==> config.mk <==
export PLATFORM = sky130hd
export DESIGN_NAME = wb_mem_arbiter_flat
export DESIGN_NICKNAME = d
export VERILOG_FILES = /design/src/rtl/wb_mem_arbiter_if.sv /design/src/rtl/wb_mem_arbiter.sv /design/src/flat_wrapper.sv
export SDC_FILE = /design/constraint.sdc
export NUM_CORES = 1
export LEC_CHECK = 0
export ABC_AREA = 1
export CAP_MARGIN = 20
export CORE_AREA = 2 2 342 344
export DETAILED_ROUTE_END_ITERATION = 6
export DIE_AREA = 0 0 344 346
export PLACE_DENSITY = 0.32
export SYNTH_ARGS = -nofsm -noshare
export SYNTH_HDL_FRONTEND = slang
export SYNTH_SLANG_ARGS = --single-unit
==> constraint.sdc <==
create_clock -name clk -period 4.59 [get_ports clk]
set_clock_uncertainty 0.2 [all_clocks]
set_input_delay 1.1475 -clock clk [delete_from_list [all_inputs] [get_ports clk]]
set_output_delay 1.1475 -clock clk [all_outputs]
set_load 0.02 [all_outputs]
==> src/rtl/wb_mem_arbiter_if.sv <==
// Wishbone line-transfer bundle shared by the cache ports and the memory port.
// The master side drives the cycle controls; the slave side returns termination and read data.
interface wb_mem_arbiter_if #(
  parameter int ADR_WIDTH = 12,
  parameter int DAT_WIDTH = 128,
  parameter int SEL_WIDTH = 16
);
  logic                 cyc;
  logic                 stb;
  logic                 we;
  logic [ADR_WIDTH-1:0] adr;
  logic [SEL_WIDTH-1:0] sel;
  logic [DAT_WIDTH-1:0] dat_m;
  logic                 ack;
  logic                 rty;
  logic [DAT_WIDTH-1:0] dat_s;

  modport master (output cyc, stb, we, adr, sel, dat_m, input ack, rty, dat_s);
  modport slave  (input cyc, stb, we, adr, sel, dat_m, output ack, rty, dat_s);
endinterface

==> src/rtl/wb_mem_arbiter.sv <==
// Two-way wishbone arbiter: I-cache and D-cache onto one memory port, round-robin
// on ties, tenure held for a whole bus cycle with a transfer-count preemption limit.
//
// state | meaning
// IDLE  | no owner, memory port quiet, arbitrating
// OWN_I | I-cache owns the memory port
// OWN_D | D-cache owns the memory port
module wb_mem_arbiter #(
  parameter int ADR_WIDTH = 12,
  parameter int DAT_WIDTH = 128,
  parameter int SEL_WIDTH = 16,
  parameter int MAX_BURST = 4
) (
  input  logic                    clk,
  input  logic                    rst_n,
  wb_mem_arbiter_if.slave         i_bus,
  wb_mem_arbiter_if.slave         d_bus,
  wb_mem_arbiter_if.master        mem_bus,
  output logic                    grant_i,
  output logic                    grant_d
);
  localparam int CNT_W = (MAX_BURST < 1) ? 1 : $clog2(MAX_BURST + 1);
  localparam logic [CNT_W-1:0] BURST_MAX  = CNT_W'(MAX_BURST);
  localparam logic [CNT_W-1:0] BURST_LAST = CNT_W'((MAX_BURST == 0) ? 0 : MAX_BURST - 1);

  typedef enum logic [1:0] {IDLE, OWN_I, OWN_D} state_t;

  state_t           state;
  logic             last_owner_d;
  logic [CNT_W-1:0] burst_cnt;
  logic             req_i;
  logic             req_d;
  logic             term;
  logic             burst_end;

  assign req_i = i_bus.cyc & i_bus.stb;
  assign req_d = d_bus.cyc & d_bus.stb;
  assign term  = (mem_bus.ack | mem_bus.rty) & mem_bus.stb;
  // Once saturated, the next termination still counts as a burst boundary.
  assign burst_end = (MAX_BURST != 0) && term && (burst_cnt >= BURST_LAST);

  assign i_bus.dat_s = mem_bus.dat_s;
  assign d_bus.dat_s = mem_bus.dat_s;

  always_comb begin
    mem_bus.cyc   = 1'b0;
    mem_bus.stb   = 1'b0;
    mem_bus.we    = 1'b0;
    mem_bus.adr   = '0;
    mem_bus.sel   = '0;
    mem_bus.dat_m = '0;
    i_bus.ack     = 1'b0;
    i_bus.rty     = 1'b0;
    d_bus.ack     = 1'b0;
    d_bus.rty     = 1'b0;
    case (state)
      OWN_I: begin
        mem_bus.cyc   = i_bus.cyc;
        mem_bus.stb   = i_bus.stb;
        mem_bus.we    = i_bus.we;
        mem_bus.adr   = i_bus.adr;
        mem_bus.sel   = i_bus.sel;
        mem_bus.dat_m = i_bus.dat_m;
        i_bus.ack     = mem_bus.ack;
        i_bus.rty     = mem_bus.rty;
      end
      OWN_D: begin
        mem_bus.cyc   = d_bus.cyc;
        mem_bus.stb   = d_bus.stb;
        mem_bus.we    = d_bus.we;
        mem_bus.adr   = d_bus.adr;
        mem_bus.sel   = d_bus.sel;
        mem_bus.dat_m = d_bus.dat_m;
        d_bus.ack     = mem_bus.ack;
        d_bus.rty     = mem_bus.rty;
      end
      default: ;
    endcase
  end

  always_ff @(posedge clk or negedge rst_n) begin
    if (!rst_n) begin
      state        <= IDLE;
      last_owner_d <= 1'b1;
      burst_cnt    <= '0;
      grant_i      <= 1'b0;
      grant_d      <= 1'b0;
    end else begin
      case (state)
        IDLE: begin
          burst_cnt <= '0;
          if (req_i && (!req_d || last_owner_d)) begin
            state   <= OWN_I;
            grant_i <= 1'b1;
          end else if (req_d) begin
            state   <= OWN_D;
            grant_d <= 1'b1;
          end
        end
        OWN_I: begin
          if (term && (burst_cnt != BURST_MAX)) burst_cnt <= burst_cnt + CNT_W'(1);
          if (!i_bus.cyc || (burst_end && req_d)) begin
            state        <= IDLE;
            grant_i      <= 1'b0;
            last_owner_d <= 1'b0;
          end
        end
        OWN_D: begin
          if (term && (burst_cnt != BURST_MAX)) burst_cnt <= burst_cnt + CNT_W'(1);
          if (!d_bus.cyc || (burst_end && req_i)) begin
            state        <= IDLE;
            grant_d      <= 1'b0;
            last_owner_d <= 1'b1;
          end
        end
        default: begin
          state   <= IDLE;
          grant_i <= 1'b0;
          grant_d <= 1'b0;
        end
      endcase
    end
  end
endmodule
==> src/flat_wrapper.sv <==
// flat-port wrapper written by rule: the top's interface ports become plain ports
module wb_mem_arbiter_flat 
#(
  parameter int ADR_WIDTH = 12,
  parameter int DAT_WIDTH = 128,
  parameter int SEL_WIDTH = 16,
  parameter int MAX_BURST = 4
)
  (clk, rst_n, grant_i, grant_d, i_bus_cyc, i_bus_stb, i_bus_we, i_bus_adr, i_bus_sel, i_bus_dat_m, i_bus_ack, i_bus_rty, i_bus_dat_s, d_bus_cyc, d_bus_stb, d_bus_we, d_bus_adr, d_bus_sel, d_bus_dat_m, d_bus_ack, d_bus_rty, d_bus_dat_s, mem_bus_cyc, mem_bus_stb, mem_bus_we, mem_bus_adr, mem_bus_sel, mem_bus_dat_m, mem_bus_ack, mem_bus_rty, mem_bus_dat_s);
  wb_mem_arbiter_if #(.ADR_WIDTH(ADR_WIDTH), .DAT_WIDTH(DAT_WIDTH), .SEL_WIDTH(SEL_WIDTH)) i_bus_i ();
  wb_mem_arbiter_if #(.ADR_WIDTH(ADR_WIDTH), .DAT_WIDTH(DAT_WIDTH), .SEL_WIDTH(SEL_WIDTH)) d_bus_i ();
  wb_mem_arbiter_if #(.ADR_WIDTH(ADR_WIDTH), .DAT_WIDTH(DAT_WIDTH), .SEL_WIDTH(SEL_WIDTH)) mem_bus_i ();
  input  logic clk;
  input  logic rst_n;
  output logic grant_i;
  output logic grant_d;
  input wire logic [$bits(i_bus_i.cyc)-1:0] i_bus_cyc;
  input wire logic [$bits(i_bus_i.stb)-1:0] i_bus_stb;
  input wire logic [$bits(i_bus_i.we)-1:0] i_bus_we;
  input wire logic [$bits(i_bus_i.adr)-1:0] i_bus_adr;
  input wire logic [$bits(i_bus_i.sel)-1:0] i_bus_sel;
  input wire logic [$bits(i_bus_i.dat_m)-1:0] i_bus_dat_m;
  output wire logic [$bits(i_bus_i.ack)-1:0] i_bus_ack;
  output wire logic [$bits(i_bus_i.rty)-1:0] i_bus_rty;
  output wire logic [$bits(i_bus_i.dat_s)-1:0] i_bus_dat_s;
  input wire logic [$bits(d_bus_i.cyc)-1:0] d_bus_cyc;
  input wire logic [$bits(d_bus_i.stb)-1:0] d_bus_stb;
  input wire logic [$bits(d_bus_i.we)-1:0] d_bus_we;
  input wire logic [$bits(d_bus_i.adr)-1:0] d_bus_adr;
  input wire logic [$bits(d_bus_i.sel)-1:0] d_bus_sel;
  input wire logic [$bits(d_bus_i.dat_m)-1:0] d_bus_dat_m;
  output wire logic [$bits(d_bus_i.ack)-1:0] d_bus_ack;
  output wire logic [$bits(d_bus_i.rty)-1:0] d_bus_rty;
  output wire logic [$bits(d_bus_i.dat_s)-1:0] d_bus_dat_s;
  output wire logic [$bits(mem_bus_i.cyc)-1:0] mem_bus_cyc;
  output wire logic [$bits(mem_bus_i.stb)-1:0] mem_bus_stb;
  output wire logic [$bits(mem_bus_i.we)-1:0] mem_bus_we;
  output wire logic [$bits(mem_bus_i.adr)-1:0] mem_bus_adr;
  output wire logic [$bits(mem_bus_i.sel)-1:0] mem_bus_sel;
  output wire logic [$bits(mem_bus_i.dat_m)-1:0] mem_bus_dat_m;
  input wire logic [$bits(mem_bus_i.ack)-1:0] mem_bus_ack;
  input wire logic [$bits(mem_bus_i.rty)-1:0] mem_bus_rty;
  input wire logic [$bits(mem_bus_i.dat_s)-1:0] mem_bus_dat_s;
  assign i_bus_i.cyc = i_bus_cyc;
  assign i_bus_i.stb = i_bus_stb;
  assign i_bus_i.we = i_bus_we;
  assign i_bus_i.adr = i_bus_adr;
  assign i_bus_i.sel = i_bus_sel;
  assign i_bus_i.dat_m = i_bus_dat_m;
  assign i_bus_ack = i_bus_i.ack;
  assign i_bus_rty = i_bus_i.rty;
  assign i_bus_dat_s = i_bus_i.dat_s;
  assign d_bus_i.cyc = d_bus_cyc;
  assign d_bus_i.stb = d_bus_stb;
  assign d_bus_i.we = d_bus_we;
  assign d_bus_i.adr = d_bus_adr;
  assign d_bus_i.sel = d_bus_sel;
  assign d_bus_i.dat_m = d_bus_dat_m;
  assign d_bus_ack = d_bus_i.ack;
  assign d_bus_rty = d_bus_i.rty;
  assign d_bus_dat_s = d_bus_i.dat_s;
  assign mem_bus_cyc = mem_bus_i.cyc;
  assign mem_bus_stb = mem_bus_i.stb;
  assign mem_bus_we = mem_bus_i.we;
  assign mem_bus_adr = mem_bus_i.adr;
  assign mem_bus_sel = mem_bus_i.sel;
  assign mem_bus_dat_m = mem_bus_i.dat_m;
  assign mem_bus_i.ack = mem_bus_ack;
  assign mem_bus_i.rty = mem_bus_rty;
  assign mem_bus_i.dat_s = mem_bus_dat_s;
  wb_mem_arbiter #(.ADR_WIDTH(ADR_WIDTH), .DAT_WIDTH(DAT_WIDTH), .SEL_WIDTH(SEL_WIDTH), .MAX_BURST(MAX_BURST)) u_core (.clk(clk), .rst_n(rst_n), .i_bus(i_bus_i), .d_bus(d_bus_i), .mem_bus(mem_bus_i), .grant_i(grant_i), .grant_d(grant_d));
endmodule
==> impl_metrics.env, run 1 <==
export IMPL_outcome="complete, no violations"
export IMPL_worst_setup_path_end_kind="output port"
export IMPL_drt_pass1_iterations=4
export IMPL_cts_sinks=8
export IMPL_fin_ws_ns=0.309
export IMPL_ctsResizeCount=0
export IMPL_yosysTopAreaCell="buf_4"
export IMPL_vias=6179
export IMPL_drv_slew=0
export IMPL_start_kind="input pin"
export IMPL_grt_pass1_wl_um=59300
export IMPL_timing_hold_ws_ns=0.261
export IMPL_drive_above_1_share_pct=5.22
export IMPL_syn_num_nets=1328
export IMPL_yosysMostFrequentCell="nand2_1"
export IMPL_drt_met1_wl_um=15200
export IMPL_ant_nets=0
export IMPL_wl_um=47100
export IMPL_synth_distinct_cells=21
export IMPL_slowest_stage="clkdlybuf4s50_1"
export IMPL_min_path_type="reg2reg"
export IMPL_cp_required_ns=3.24
export IMPL_gp_congestion=0.721
export IMPL_fillers=13664
export IMPL_avgRoutedWirePerCell_um=18.0
export IMPL_htreeDepth=1
export IMPL_worstSkewPairLatency_ns=0.23
export IMPL_arrival_ns=2.93
export IMPL_period_needed_ns=4.28
export IMPL_post_cts_buffers=0
export IMPL_wl_met3_um=10000
export IMPL_worst_pin_slew_ns=0.657
export IMPL_dpl_cell_area_um2=9750
export IMPL_finalHoldViolCount=0
export IMPL_powerDensity_nw_per_um2=401
export IMPL_top_layer="met5"
export IMPL_ir_drop_mv=0.190
export IMPL_fin_nets=1548
export IMPL_synth_edf_count=0
export IMPL_clkTransAtPathRegs_ns=0.04
export IMPL_syn_area_um2=4740
export IMPL_die_h_um=346
export IMPL_grt_max_degree=47
export IMPL_setup_viol=0
export IMPL_ys_flop_type="dfrtp_1"
export IMPL_stdcell_area_um2=9830
export IMPL_cts_root_buf="clkbuf_16"
export IMPL_dp_slack_ns=0.248
export IMPL_cts_tree="yes"
export IMPL_ys_ff_latch=8
export IMPL_postSynthCellCount=872
export IMPL_synth_top_area_share_pct=41.2
export IMPL_chipWidth_um=344
export IMPL_fin_cells=2618
export IMPL_rsz0062_at_grt="false"
export IMPL_crit_top_cell="clkdlybuf4s50_1"
export IMPL_synth_avg_cell_area_um2=5.44
export IMPL_via_per_inst=2.36
export IMPL_cts_made_buffers=3
export IMPL_clock_path_buffers=2
export IMPL_synthArstFlopShare_pct=100
export IMPL_crit_fanout=1
export IMPL_drv_cap=0
export IMPL_ios=871
export IMPL_row_count=125
export IMPL_yosysWarningCount=0
export IMPL_die_area_um2=119000
export IMPL_p_leak_nw=2.87
export IMPL_ctsHoldBuffers=0
export IMPL_fin_setup_tns_ns=0
export IMPL_hpwl_um=42700
export IMPL_synthToLayoutAreaGrowth_pct=107
export IMPL_critical_path_top_delay_family="buffers and inverters"
export IMPL_utilization_pct=8.52
export IMPL_dp_cells=2611
export IMPL_total_power_mw=3.95
export IMPL_grt_pass1_vias=6470
export IMPL_r2r_slack_ns=2.09
export IMPL_cpPeakStageDelay_ns=0.73
export IMPL_period_share_pct=93.3
export IMPL_grt_overflow=0
export IMPL_drc=0
export IMPL_grt_usage_pct=7.36
export IMPL_cp_num_buf_inv=2
export IMPL_start_util_pct=4.11
export IMPL_max_slew_margin_pct=56.2
export IMPL_synthTopCellsByArea="buf_4 41%, nand2_1 27%, a21oi_1 17%"
export IMPL_synthTopCellsByCount="342 x nand2_1, 260 x buf_4, 158 x a21oi_1, 34 x clkbuf_1, 21 x inv_1"
export IMPL_crit_chain="clkdlybuf4s50_1 > nand2_1 > a21oi_1 > clkdlybuf4s50_1"
export IMPL_yosysSeqAreaShare_pct=4.25
export IMPL_wl_met2_um=21200
export IMPL_antenna_found_initial=2
export IMPL_drtIter0Drc=295
export IMPL_port_buffers=486
export IMPL_coreArea_um2=115000
export IMPL_fmax_mhz=234
export IMPL_path_class="in2out"
[worst paths after layout]
kind                       cells past startpoint           startpoint             endpoint
max                                            4      i_bus_dat_m[24]    mem_bus_dat_m[24]
min reg2reg                                    2  u_core.last_owner_d  u_core.last_owner_d
min in group asynchronous                      1                rst_n  u_core.burst_cnt[2]
max in group asynchronous                      1                rst_n  u_core.last_owner_d
max reg2reg                                   13      u_core.state[0]      u_core.state[1]
min                                            2  u_core.last_owner_d  u_core.last_owner_d
[cell type report]
type	count	area [um^2]	share of cell area, %
clock buffer	4	78.8	0.802
multi-input combinational	533	2330	23.7
antenna	3	7.51	0.0764
inverter	22	87.6	0.891
tap	1524	1910	19.4
timing repair buffer	524	5220	53.1
sequential	8	201	2.05
[cell families (layout without fill, tap and decap cells)]
group,after synthesis,count (layout),synth area share [%]
compound gates,164,164,17.5
buf+inv,331,550,47.2
flops,8,8,4.25
simple gates,363,363,29.5
other cells,0,3,0
fa+ha+maj,6,6,1.58
[layout by cell type (no fill, tap or decap)]
cell type / count
a21oi_1: 158
a21oi_2: 1
buf_12: 7
buf_4: 37
clkbuf_1: 1
clkbuf_16: 3
clkdlybuf4s50_1: 480
dfrtp_1: 7
dfstp_2: 1
diode_2: 3
ha_1: 4
ha_4: 2
inv_1: 21
inv_6: 1
nand2_1: 342
nand2_2: 2
nand3_1: 7
nand3_2: 1
nand4_1: 5
nor2_1: 5
nor2_2: 1
o21ai_0: 2
o21ai_1: 1
o21ai_2: 1
o22ai_1: 1
[state kept, by name (all words and copies together), names as in the netlist]
signal,count
u_core.burst_cnt,3
u_core.state,2
u_core.grant_d,1
u_core.grant_i,1
u_core.last_owner_d,1
[per-layer routing]
layer | GRT usage (%) | vias up
met1 | 6.98 | 2616
met2 | 12.1 | 626
li1 | - | 2917
met5 | 0.980 | -
met4 | 0.586 | 4
met3 | 6.64 | 16
[power by group]
part	leakage (nW)	internal, mW	total, mW	switching [mW]
logic	2.73	1.44	3.67	2.23
registers	0.101	0.100	0.123	0.0220
clock network	0.0382	0.116	0.153	0.0372
total	2.87	1.65	3.95	2.29
[tightest hold or removal path: cells and delay by family (launching register included)]
| family | cells | cell delay (ns) |
|---|---|---|
| and+or+nand+nor | 2 | 0.10 |
| DFF | 1 | 0.36 |
Note: power is estimated with default switching activity, not from simulation.
==> inputs of run 2 (changes only) <==
Settings changed: CTS_CLUSTER_DIAMETER set to 100.
==> results of run 2 <==
Same layout as run 1: the final DEF is identical, and so are final timing and power.
==> RTL edit 1: new RTL, flow settings as in run 2 <==
`MAX_BURST` is set to 4 in 2 places; all go to 8.
--- a/src/rtl/wb_mem_arbiter.sv
+++ b/src/rtl/wb_mem_arbiter.sv
@@ -11,3 +11,3 @@
   parameter int SEL_WIDTH = 16,
-  parameter int MAX_BURST = 4
+  parameter int MAX_BURST = 8
 ) (
--- a/src/flat_wrapper.sv
+++ b/src/flat_wrapper.sv
@@ -6,3 +6,3 @@
   parameter int SEL_WIDTH = 16,
-  parameter int MAX_BURST = 4
+  parameter int MAX_BURST = 8
 )
Check against the original RTL: no difference found for any inputs over 4 cycles, from zero or initial values and one cycle with rst_n low; that may be too few to reach the edited logic, so the function may still have changed.
==> RTL edit 1 against run 2 <==
Non-clock buffer count fell by 13; power rose by 2.3%; sequential share of layout area rose by 0.26 points; area after synthesis rose by 2.5%; final area fell by 0.18%; worst hold slack improved by 0.0026 ns; worst setup slack got worse by 0.021 ns; fmax fell by 0.49%; wire length rose by 15%; sequential cell count rose by 1.
==> RTL edit 1: results (changes against run 2) <==
power_and_ir_drop:
  worst_ir_drop_vdd_mv: 0.235  # was 0.190 mV
  p_comb_share_pct: 92.9  # was 93.0%
  internal_power_mw: 1.59  # was 1.65 mW
synth:
  synthDistinctLibCells: 24  # was 21
  synth_area_leaders: "buf_4, nand2_1, a21oi_1"  # unchanged
  seq_area_frac_synth_pct: 4.66  # was 4.25%
  synthesis.nets: 1337  # was 1,328
critical_path:
  critPathMaxStageDelay_ns: 0.77  # was 0.73 ns
  r2r_slack_ns: 2.25  # was 2.09 ns
  arrival_ns: 2.95  # was 2.93 ns
outcome:
  status: "complete, no violations"  # unchanged
sta:
  worstMarginPinSlew_ns: 0.581  # was 0.657 ns
grt:
  grt_use_met2_pct: 13.5  # was 12.1%
  grt.met1_usage_pct: 9.32  # was 6.98%
  grt_pass1_wl_um: 66300  # was 59,300 um
  grt_max_degree: 79  # was 47
  grt_use_met3_pct: 6.31  # was 6.64%
layout:
  drive_gt1_share_pct: 6.07  # was 5.22%
  top_regs: "u_core.burst_cnt (4), u_core.state (2)"  # was u_core.burst_cnt (3), u_core.state (2)
placed_design:
  dp_hpwl_um: 48500  # was 42,700 um
  place.gp.congestion: 0.756  # was 0.721
  place_worst_setup_slack_ns: 0.226  # was 0.248 ns
routing:
  dr_wl_met3_um: 9860  # was 10,000 um
  wl_per_cell_um: 20.7  # was 18.0 um
  met1Wirelength_um: 20200  # was 15,200 um
  wl_met2_um: 23700  # was 21,200 um
  drt-initial-drc-count: 236  # was 295
-- RTL edit 1: cells by family (layout without fill, tap and decap cells) --
group | count (synthesis) | after routing | synth area share (%)
other cells | 0 | 2 | 0
xor+xnor | 1 | 1 | 0.180
buf+inv | 332 | 538 | 46.4
flops | 9 | 9 | 4.66
compound gates | 163 | 163 | 17.1
fa+ha+maj | 5 | 5 | 1.29
simple gates | 372 | 372 | 30.4
-- RTL edit 1: through the flow --
stage                     hold slack [ns]  area, um^2  cells  power, mW  utilization (%)
after floorplan                     0.242        4860    882       2.21                -
after global placement              0.261        9730   2608       4.07             8.43
after detailed placement            0.260        9730   2608       4.03             8.43
after CTS                           0.267        9810   2612       4.21             8.50
after global routing                0.294        9810   2612       4.40             8.50
final                               0.264        9810   2614       4.04             8.50
-- RTL edit 1: layout make-up --
type / count / area (um^2)
well taps: 1524 / 1910
fillers: 13657 / 106000
clock buffers: 4 / 78.8
repair buffers: 511 / 5100
multi-input cells: 541 / 2400
diodes: 2 / 5.00
inverters: 23 / 91.3
flip-flops and latches: 9 / 226
-- RTL edit 1: worst max-delay path: cells and delay by family --
| kind | cells | cell delay (ns) |
|---|---|---|
| buffers and inverters | 2 | 1.23 |
| AO/OA/AOI/OAI | 1 | 0.49 |
| AND/OR/NAND/NOR | 1 | 0.08 |
-- RTL edit 1: path summary, 6_finish.rpt --
check                                         start                   to  depth (start not counted)
worst max-delay path                 d_bus_dat_m[3]     mem_bus_dat_m[3]                          4
worst min-delay path            u_core.last_owner_d  u_core.last_owner_d                          2
worst max register to register      u_core.state[1]      u_core.state[0]                         12
worst min register to register  u_core.last_owner_d  u_core.last_owner_d                          2
max in group asynchronous                     rst_n  u_core.last_owner_d                          1
min in group asynchronous                     rst_n  u_core.burst_cnt[0]                          1
==> RTL edit 2: new RTL, settings of run 2 <==
Made on the original files. The 3 states of `state_t` get a one-hot encoding in 3 bits.
--- a/src/rtl/wb_mem_arbiter.sv
+++ b/src/rtl/wb_mem_arbiter.sv
@@ -25,3 +25,3 @@
 
-  typedef enum logic [1:0] {IDLE, OWN_I, OWN_D} state_t;
+  typedef enum logic [2:0] {IDLE = 3'b001, OWN_I = 3'b010, OWN_D = 3'b100} state_t;
 
Formal check against the unedited RTL: no difference found for any inputs over 4 cycles, from zero or initial values and one cycle with rst_n low; so few cycles prove little.
==> RTL edit 2 against run 2 <==
Final area shrank 9.0%; combinational power is 49% lower; count of clock-buffer cells in the layout is the same; highest routed layer unchanged; sequential cell count increased by 1; area after synthesis down 13%; wire length shrank 46%; worst setup slack better by 0.32 ns; critical path type unchanged; via count down 24%; worst hold slack worse by 0.00073 ns; power shrank 45%.
==> RTL edit 2: results (changes against run 2) <==
outcome:
  status: "complete, no violations"  # unchanged
placed_design:
  place_worst_setup_slack_ns: 0.679  # was 0.248 ns
  dp_hpwl_um: 21800  # was 42,700 um
  place.gp.congestion: 0.878  # was 0.721
synth:
  seq_area_frac_synth_pct: 5.51  # was 4.25%
  synthDistinctLibCells: 20  # was 21
  synth_area_leaders: "buf_4, a22o_1, dfrtp_1"  # was buf_4, nand2_1, a21oi_1
  synthesis.nets: 983  # was 1,328
  yosys-top-cells-count: "buf_4, a22o_1, nand2_1, buf_2, inv_1"  # was nand2_1, buf_4, a21oi_1, clkbuf_1, inv_1
power_and_ir_drop:
  p_sw_share_pct: 45.3  # was 58.1%
  worst_ir_drop_vdd_mv: 0.109  # was 0.190 mV
grt:
  antenna_found_initial: 1  # was 2
  grt_pass1_vias: 5040  # was 6,470
  grt_pass1_wl_um: 32900  # was 59,300 um
  grt_max_degree: 87  # was 47
layout:
  nets: 1195  # was 1,548
  diodes: 0  # was 3
  drive_gt1_share_pct: 3.10  # was 5.22%
  n_fill_cell: 13493  # was 13.7k
critical_path:
  arrival_ns: 2.62  # was 2.93 ns
  r2r_slack_ns: 2.77  # was 2.09 ns
  r2r_cells: 8  # was 13
clocking:
  path_clk_slew_ns: 0.04  # about the same
routing:
  drt-initial-drc-count: 170  # was 295
  viasPerCell: 2.08  # was 2.36
  wl_per_cell_um: 11.2  # was 18.0 um
sta:
  worstMarginPinSlew_ns: 0.592  # was 0.657 ns
  fin_ws_ns: 0.626  # was 0.309 ns
-- RTL edit 2: changes by cell type after synthesis, moves of 6 or more --
| cell | run 2 | this run |
|---|---|---|
| a21oi_1 | 158 | 1 |
| a22o_1 | 0 | 157 |
| buf_6 | 0 | 13 |
| clkbuf_1 | 34 | 3 |
| inv_1 | 21 | 15 |
| nand2_1 | 342 | 19 |
| nor2_1 | 5 | 11 |
-- RTL edit 2: per-stage QoR --
stage          power [mW]  cells  hold slack (ns)
2_1_floorplan        1.36    530            0.240
3_3_place_gp         2.04   2261            0.253
3_5_place_dp         2.03   2261            0.256
4_1_cts              2.20   2265            0.261
5_1_grt              2.30   2265            0.293
6_report             2.16   2265            0.260
-- RTL edit 2: routing by layer --
| metal | vias up | track usage (%) | wire length [um] | share of wire, % |
|---|---|---|---|---|
| met1 | 2052 | 3.41 | 8170 | 32 |
| met3 | 19 | 2.62 | 4800 | 19 |
| met2 | 591 | 6.65 | 12200 | 48 |
| li1 | 2051 | - | - | - |
| met4 | 2 | 0.435 | 229 | 0.90 |
| met5 | - | 0.204 | 7 | 0.028 |
-- RTL edit 2: final timing paths --
check                                    start             endpoint
max                            d_bus_dat_m[10]    mem_bus_dat_m[10]
min                        u_core.last_owner_d  u_core.last_owner_d
max reg2reg                    u_core.state[2]  u_core.last_owner_d
min reg2reg                u_core.last_owner_d  u_core.last_owner_d
max in group asynchronous                rst_n  u_core.last_owner_d
min in group asynchronous                rst_n       u_core.grant_d
-- RTL edit 2: critical path, cell delays in order --
cell and delay, ns:
clkdlybuf4s50_1 0.46, a22o_1 0.33, clkdlybuf4s50_1 0.68
-- RTL edit 2: cell families (layout without fill, tap and decap cells) --
group                      after synthesis  in the layout  share of synthesized area, %
DFF                                      9              9                          5.51
adders and majority gates                3              3                         0.908
AOI/OAI and AO/OA                      164            164                          34.1
and+or+nand+nor                         47             47                          5.30
buffers and inverters                  307            518                          54.1
-- RTL edit 2: area by class of cell --
class	instances	area [um^2]	area share [%]
Clock buffer	4	78.8	0.881
Timing Repair Buffer	497	4990	55.8
Sequential cell	9	228	2.55
Tap cell	1524	1910	21.3
Inverter	17	68.8	0.770
Multi-Input combinational cell	214	1670	18.7
-- RTL edit 2: power groups by stage --
stage / combinational [mW] / sequential [mW] / clock [mW]
2_1_floorplan: 1.22 / 0.141 / 0
3_3_place_gp: 1.91 / 0.135 / 0
3_5_place_dp: 1.89 / 0.136 / 0
4_1_cts: 1.90 / 0.136 / 0.157
5_1_grt: 1.99 / 0.139 / 0.163
6_report: 1.87 / 0.135 / 0.155
